File: config.mk
export PLATFORM = sky130hd
export DESIGN_NAME = fp_normalizer
export DESIGN_NICKNAME = d
export VERILOG_FILES = /design/src/rtl/fp_pkg.sv /design/src/rtl/fp_round.sv /design/src/rtl/fp_normalizer.sv
export SDC_FILE = /design/constraint.sdc
export NUM_CORES = 1
export LEC_CHECK = 0
export CORE_ASPECT_RATIO = 1.2
export CORE_UTILIZATION = 62
export CTS_BUF_LIST = sky130_fd_sc_hd__clkbuf_8
export DETAILED_ROUTE_END_ITERATION = 7
export HOLD_SLACK_MARGIN = 0.12
export PLACE_DENSITY = 0.89
export SYNTH_ARGS = -nofsm -noshare
export SYNTH_HDL_FRONTEND = slang
export SYNTH_SLANG_ARGS = --single-unit
File: constraint.sdc
create_clock -name clk -period 5.8 [get_ports clk]
set_input_delay 1.74 -clock clk [delete_from_list [all_inputs] [get_ports clk]]
set_output_delay 1.74 -clock clk [all_outputs]
set_load 0.005 [all_outputs]
File: src/rtl/fp_pkg.sv
// Shared types and field positions for the FP adder
// normalize/round/pack stage.
package fp_pkg;

  localparam int EXP_W  = 8;
  localparam int FRAC_W = 23;

  localparam logic [EXP_W-1:0] EXP_MAX = 8'hFF;

  localparam int MANT_W     = FRAC_W + 4;
  localparam int CARRY_BIT  = 26;
  localparam int HIDDEN_BIT = 25;
  localparam int FRAC_MSB   = 24;
  localparam int FRAC_LSB   = 2;
  localparam int GUARD_BIT  = 1;
  localparam int STICKY_BIT = 0;

  typedef enum logic [1:0] {
    IDLE,
    NORM,
    ROUND,
    DONE
  } norm_state_t;

  typedef struct packed {
    logic              sign;
    logic [EXP_W-1:0]  exponent;
    logic [FRAC_W-1:0] fraction;
  } fp32_t;

endpackage

File: src/rtl/fp_round.sv
// Round-to-nearest-even increment on a normalized
// or subnormal mantissa, with exponent fix-up.
module fp_round
  import fp_pkg::*;
(
  input  logic [MANT_W-1:0] mant,
  input  logic [EXP_W-1:0]  exp,
  output logic [FRAC_W-1:0] frac_out,
  output logic [EXP_W-1:0]  exp_out,
  output logic              ovf
);

  logic              up;
  logic [MANT_W-3:0] sum;
  logic [EXP_W-1:0]  exp_inc;

  assign up = mant[GUARD_BIT]
            & (mant[STICKY_BIT] | mant[FRAC_LSB]);

  assign sum = mant[CARRY_BIT:FRAC_LSB]
             + {{(MANT_W-3){1'b0}}, up};

  assign exp_inc = exp + 1'b1;

  always_comb begin
    frac_out = sum[FRAC_W-1:0];
    exp_out  = exp;
    ovf      = 1'b0;
    if (sum[MANT_W-3]) begin
      // increment rippled into the carry bit
      frac_out = sum[FRAC_W:1];
      exp_out  = exp_inc;
      if (exp_inc == EXP_MAX) begin
        ovf      = 1'b1;
        frac_out = '0;
      end
    end else if (exp == '0 && sum[FRAC_W]) begin
      exp_out = {{(EXP_W-1){1'b0}}, 1'b1};
    end
  end

endmodule

File: src/rtl/fp_normalizer.sv
// Normalize / round / pack stage of the FP adder:
// iterative shift FSM, RNE rounding, IEEE-754 packing.
module fp_normalizer #(
  parameter int EXP_W  = 8,
  parameter int FRAC_W = 23
) (
  input  logic                   clk,
  input  logic                   reset,
  input  logic                   inValid,
  output logic                   inReady,
  input  logic                   signIn,
  input  logic [EXP_W-1:0]       exponentIn,
  input  logic [FRAC_W+3:0]      mantissaIn,
  output logic                   outValid,
  input  logic                   outReady,
  output logic [EXP_W+FRAC_W:0]  result,
  output logic                   overflow,
  output logic                   zero
);

  import fp_pkg::norm_state_t;
  import fp_pkg::fp32_t;
  import fp_pkg::IDLE;
  import fp_pkg::NORM;
  import fp_pkg::ROUND;
  import fp_pkg::DONE;

  localparam int MW = FRAC_W + 4;
  localparam int CB = MW - 1;
  localparam int HB = MW - 2;

  localparam logic [EXP_W-1:0] EMAX = '1;
  localparam logic [EXP_W-1:0] EONE = 1;
  localparam logic [FRAC_W-1:0] FZERO = '0;

  norm_state_t state;
  fp32_t       res_q;

  logic              sign_q;
  logic [EXP_W-1:0]  exp_q;
  logic [MW-1:0]     mant_q;
  logic [EXP_W-1:0]  exp_inc;

  logic [FRAC_W-1:0] in_frac;
  logic [FRAC_W-1:0] nan_frac;

  logic [FRAC_W-1:0] rnd_frac;
  logic [EXP_W-1:0]  rnd_exp;
  logic              rnd_ovf;

  logic is_zero;
  logic do_carry;
  logic do_promo;
  logic do_shl;
  logic do_round;

  assign result  = res_q;
  assign exp_inc = exp_q + EONE;

  // any non-zero payload becomes a quiet NaN
  assign in_frac  = mantissaIn[FRAC_W+1:2];
  assign nan_frac = in_frac
                  | {(|in_frac), {(FRAC_W-1){1'b0}}};

  assign is_zero  = (mant_q == '0);
  assign do_carry = !is_zero && mant_q[CB];
  assign do_promo = !is_zero && !mant_q[CB]
                 && mant_q[HB] && exp_q == '0;
  assign do_shl   = !is_zero && !mant_q[CB]
                 && !mant_q[HB] && exp_q > EONE;
  assign do_round = !(is_zero || do_carry
                   || do_promo || do_shl);

  fp_round u_round (
    .mant     (mant_q),
    .exp      (exp_q),
    .frac_out (rnd_frac),
    .exp_out  (rnd_exp),
    .ovf      (rnd_ovf)
  );

  always_ff @(posedge clk) begin
    if (reset) begin
      state    <= IDLE;
      inReady  <= 1'b0;
      outValid <= 1'b0;
      res_q    <= '0;
      overflow <= 1'b0;
      zero     <= 1'b0;
      sign_q   <= 1'b0;
      exp_q    <= '0;
      mant_q   <= '0;
    end else begin
      unique case (state)
        IDLE: begin
          inReady <= 1'b1;
          if (inValid && inReady) begin
            inReady <= 1'b0;
            sign_q  <= signIn;
            exp_q   <= exponentIn;
            mant_q  <= mantissaIn;
            if (exponentIn == EMAX) begin
              res_q    <= {signIn, EMAX, nan_frac};
              overflow <= 1'b0;
              zero     <= 1'b0;
              outValid <= 1'b1;
              state    <= DONE;
            end else begin
              state <= NORM;
            end
          end
        end
        NORM: begin
          unique case (1'b1)
            is_zero: begin
              res_q    <= {sign_q, {EXP_W{1'b0}}, FZERO};
              overflow <= 1'b0;
              zero     <= 1'b1;
              outValid <= 1'b1;
              state    <= DONE;
            end
            do_carry: begin
              mant_q <= {1'b0, mant_q[MW-1:2],
                         mant_q[1] | mant_q[0]};
              exp_q  <= exp_inc;
              if (exp_inc == EMAX) begin
                res_q    <= {sign_q, EMAX, FZERO};
                overflow <= 1'b1;
                zero     <= 1'b0;
                outValid <= 1'b1;
                state    <= DONE;
              end
            end
            do_promo: begin
              exp_q <= EONE;
            end
            do_shl: begin
              mant_q <= {mant_q[MW-2:0], 1'b0};
              exp_q  <= exp_q - EONE;
            end
            do_round: begin
              if (!mant_q[HB]) exp_q <= '0;
              state <= ROUND;
            end
          endcase
        end
        ROUND: begin
          res_q    <= {sign_q, rnd_exp, rnd_frac};
          overflow <= rnd_ovf;
          zero     <= (rnd_exp == '0)
                   && (rnd_frac == FZERO);
          outValid <= 1'b1;
          state    <= DONE;
        end
        DONE: begin
          if (outReady) begin
            outValid <= 1'b0;
            inReady  <= 1'b1;
            state    <= IDLE;
          end
        end
      endcase
    end
  end

endmodule

==> results.cfg <==
[timing]
rsz0062_at_grt = false
fmax_mhz = 244
slew_headroom = 0.235
period_minus_slack_ps = 4100
fin_skew_ps = 17.3
post-route-period-util = 0.707
setup_tns_ps = 0
drv_slew = 0
finalSetupViolCount = 0
final_hold_viol_count = 0
tightest_slew_ps = 1150

[place]
dp_hpwl_microns = 12900
placed_area_sq_mm = 0.00625
port_buffers = 75
gp_congestion = 0.956

[synthesis]
synth.avg_cell_area_sq_um = 7.10
synthFlopType = dfxtp_1
syn-instance-count = 796
ys_seq_area_frac = 0.262
synthArstFlopShare = 0
syn_nets = 845
synth_area_sq_mm = 0.00565
synth_cell_types = 70
yosys_warnings = 0
ys_ff_latch = 74
synth_edf_count = 0

[grt]
grt_pass1_wl_microns = 28400
grt_max_degree = 76
antenna_found_initial = 0
grtUsageTotal = 0.385
grt_pass1_vias = 5600
grt.overflow.total = 0

[min_path]
hp-class = register to register
whs_path_depth = 2
min_from = overflow
hold_path_end = overflow

[worst_setup_path]
end_kind = register
worst_path_max_delay_cell = o31ai_2
path_cells = and2_1 > ha_1 > nand2_1 > or4_4 > o31ai_2 > nand2_4 > and3_1 > o31a_1 > o41ai_2
crit_fanout = 25
r2r_cells = 9
max_stage_delay_ps = 900
crit_path_start_kind = register
r2r_end = zero
critPathRequiredTime_ps = 6060
cpLargestDelayFamily = simple AND/OR/NAND/NOR gates
worst-r2r-setup-slack_ps = 1700
crit_arrival_ps = 4360
r2r_start = mant_q[2]
cp_num_buf_inv = 0
worst-setup-path-type = register to register

[clock_tree]
postCtsSetupRepairBufs = 0
cts-root-buf = clkbuf_8
cts_made_buffers = 9
clk_pin_slew_ps = 80
clock_path_buffers = 2
clock-sinks = 74
cts_repair_resize_count = 0
holdBufCountCts = 0
clkLatencyLatePin_ps = 360
cts_tree = yes
cts_max_level = 3

[layout]
regArea_sq_mm = 0.00148
fill_cells = 695
syn2layout_area_growth_pct = 13.5
num-nets-final = 855
multi_input_area_sq_mm = 0.00375
fin_area_sq_mm = 0.00642
diodes = 0
layout-drive-gt1-share = 0.0630

[routing]
wl_met3_microns = 2080
viasPerCell = 6.85
antenna_left = 0
top_layer_used = met4
wl_met1_microns = 7590
drtIter0Drc = 791
wl_microns = 18100
dr_wl_met2_microns = 7880
drc_errors = 0
drtPass1Iterations = 6
vias = 6347
post_drt_wl_per_cell_microns = 19.5

[floorplanning]
core-area_sq_mm = 0.00870
initial_utilization = 0.650
die_area_sq_mm = 0.00950
die_w_microns = 89.2
die_y_microns = 107
num_io_pins = 76
rows = 37

[run_status]
status = completed

[job]
maxCapViolCount = 0

[power_and_ir_drop]
power.density_mw_per_mm2 = 577
vdd_ir_drop_max_mv = 0.697
p_leak_nw = 2.13
[registers in the layout (all words and copies together) (netlist names)]
register  flops
result       32
mant_q       27
exp_q         8
state         2
inReady       1
outValid      1
overflow      1
sign_q        1
zero          1
[worst register-to-register path, cell delays in order (launching register included)]
cell	delay, ps
dfxtp_1	480
and2_1	170
ha_1	220
nand2_1	290
or4_4	650
o31ai_2	900
nand2_4	370
and3_1	330
o31a_1	290
o41ai_2	310
[layer usage]
metal | track usage | vias up
li1 | - | 2964
met1 | 0.544 | 2928
met2 | 0.562 | 405
met3 | 0.0931 | 50
met4 | 0.147 | 0
met5 | 0 | -
[synth_stat cells (all sizes together) (2+ instances only)]
cell / instances / share of area
a2111oi: 2 / 0.0042
a211oi: 23 / 0.032
a21boi: 3 / 0.0040
a21o: 3 / 0.0040
a21oi: 53 / 0.047
a221oi: 6 / 0.0093
a22o: 2 / 0.0031
a22oi: 10 / 0.013
a2bb2oi: 3 / 0.0046
a311oi: 34 / 0.053
a31o: 2 / 0.0031
a31oi: 6 / 0.0066
a32oi: 3 / 0.0046
and2: 5 / 0.0055
and3: 10 / 0.011
and4: 5 / 0.0077
buf: 18 / 0.022
clkbuf: 67 / 0.044
dfxtp: 74 / 0.26
ha: 9 / 0.020
inv: 14 / 0.0093
mux2: 6 / 0.012
mux2i: 2 / 0.0035
nand2: 85 / 0.058
nand2b: 2 / 0.0022
nand3: 27 / 0.024
nand4: 16 / 0.021
nor2: 120 / 0.080
nor3: 34 / 0.030
nor4: 22 / 0.027
o2111ai: 4 / 0.0062
o211ai: 13 / 0.017
o21a: 5 / 0.0066
o21ai: 38 / 0.034
o221ai: 4 / 0.0062
o22ai: 5 / 0.0055
o311ai: 4 / 0.0062
o31ai: 5 / 0.0075
or2: 2 / 0.0022
or3: 3 / 0.0033
or4: 4 / 0.0066
xnor2: 16 / 0.025
xor2: 14 / 0.022
[power breakdown]
group	switching [W]	internal [W]
clock network	0.000195	0.000173
registers	0.000362	0.000694
logic	0.00143	0.000849
total	0.00199	0.00172
[through the flow]
stage               total power, W  utilization  setup WS (ps)  cells  hold WS (ps)
CTS                        0.00363        0.737           1820    927           478
global route               0.00397        0.737           1520    927           503
floorplan                  0.00262            -           2720    796           448
detailed placement         0.00327        0.718           1740    912           463
finish                     0.00371        0.737           1700    927           484
global placement           0.00320        0.718           1860    912           449
[worst max path at each step]
stage / endpoint / start / slack [ps] / cells after the start
after detailed placement: result[30] / exponentIn[7] / 1740 / 9
after global placement: result[28] / exponentIn[7] / 1860 / 9
final: zero / mant_q[2] / 1700 / 9
after floorplan: result[10] / exponentIn[7] / 2720 / 8
after global routing: zero / mant_q[5] / 1520 / 7
after CTS: zero / mant_q[2] / 1820 / 9
[layout by cell type, fill, tap and decap left out, types with 5 or more instances in the layout]
cell             count
a311oi_1            34
mux2_2               6
clkbuf_8            11
xnor2_1             16
xor2_1              14
o22ai_1              5
a211oi_1            21
o21ai_0             36
nand3_1             27
nor3_1              34
and4_1               5
nor2_1             119
nand4_1             14
inv_1               16
dfxtp_1             74
a221oi_1             6
nand2_1             84
ha_1                 8
and3_1              10
clkdlybuf4s50_1     74
o21a_1               5
a31oi_1              6
and2_1               5
nor4_1              21
a21oi_1             53
a22oi_1             10
o211ai_1            13
buf_4                9
[kinds of logic after synthesis]
| kind of cell | after synthesis | synth area share |
|---|---|---|
| fa+ha+maj | 9 | 0.0199 |
| compound gates | 235 | 0.291 |
| mux | 8 | 0.0155 |
| buf+inv | 99 | 0.0759 |
| flops | 74 | 0.262 |
| simple gates | 341 | 0.289 |
| xor+xnor | 30 | 0.0465 |
[layout make-up]
cell class              instances  share of cell area
clock buffers                  11              0.0236
clock inverters                 4             0.00312
inverters                      14             0.00819
multi-input cells             623               0.585
flip-flops and latches         74               0.231
well taps                     117              0.0228
repair buffers                 84               0.127
No activity file was read; power rests on OpenSTA's default activity.
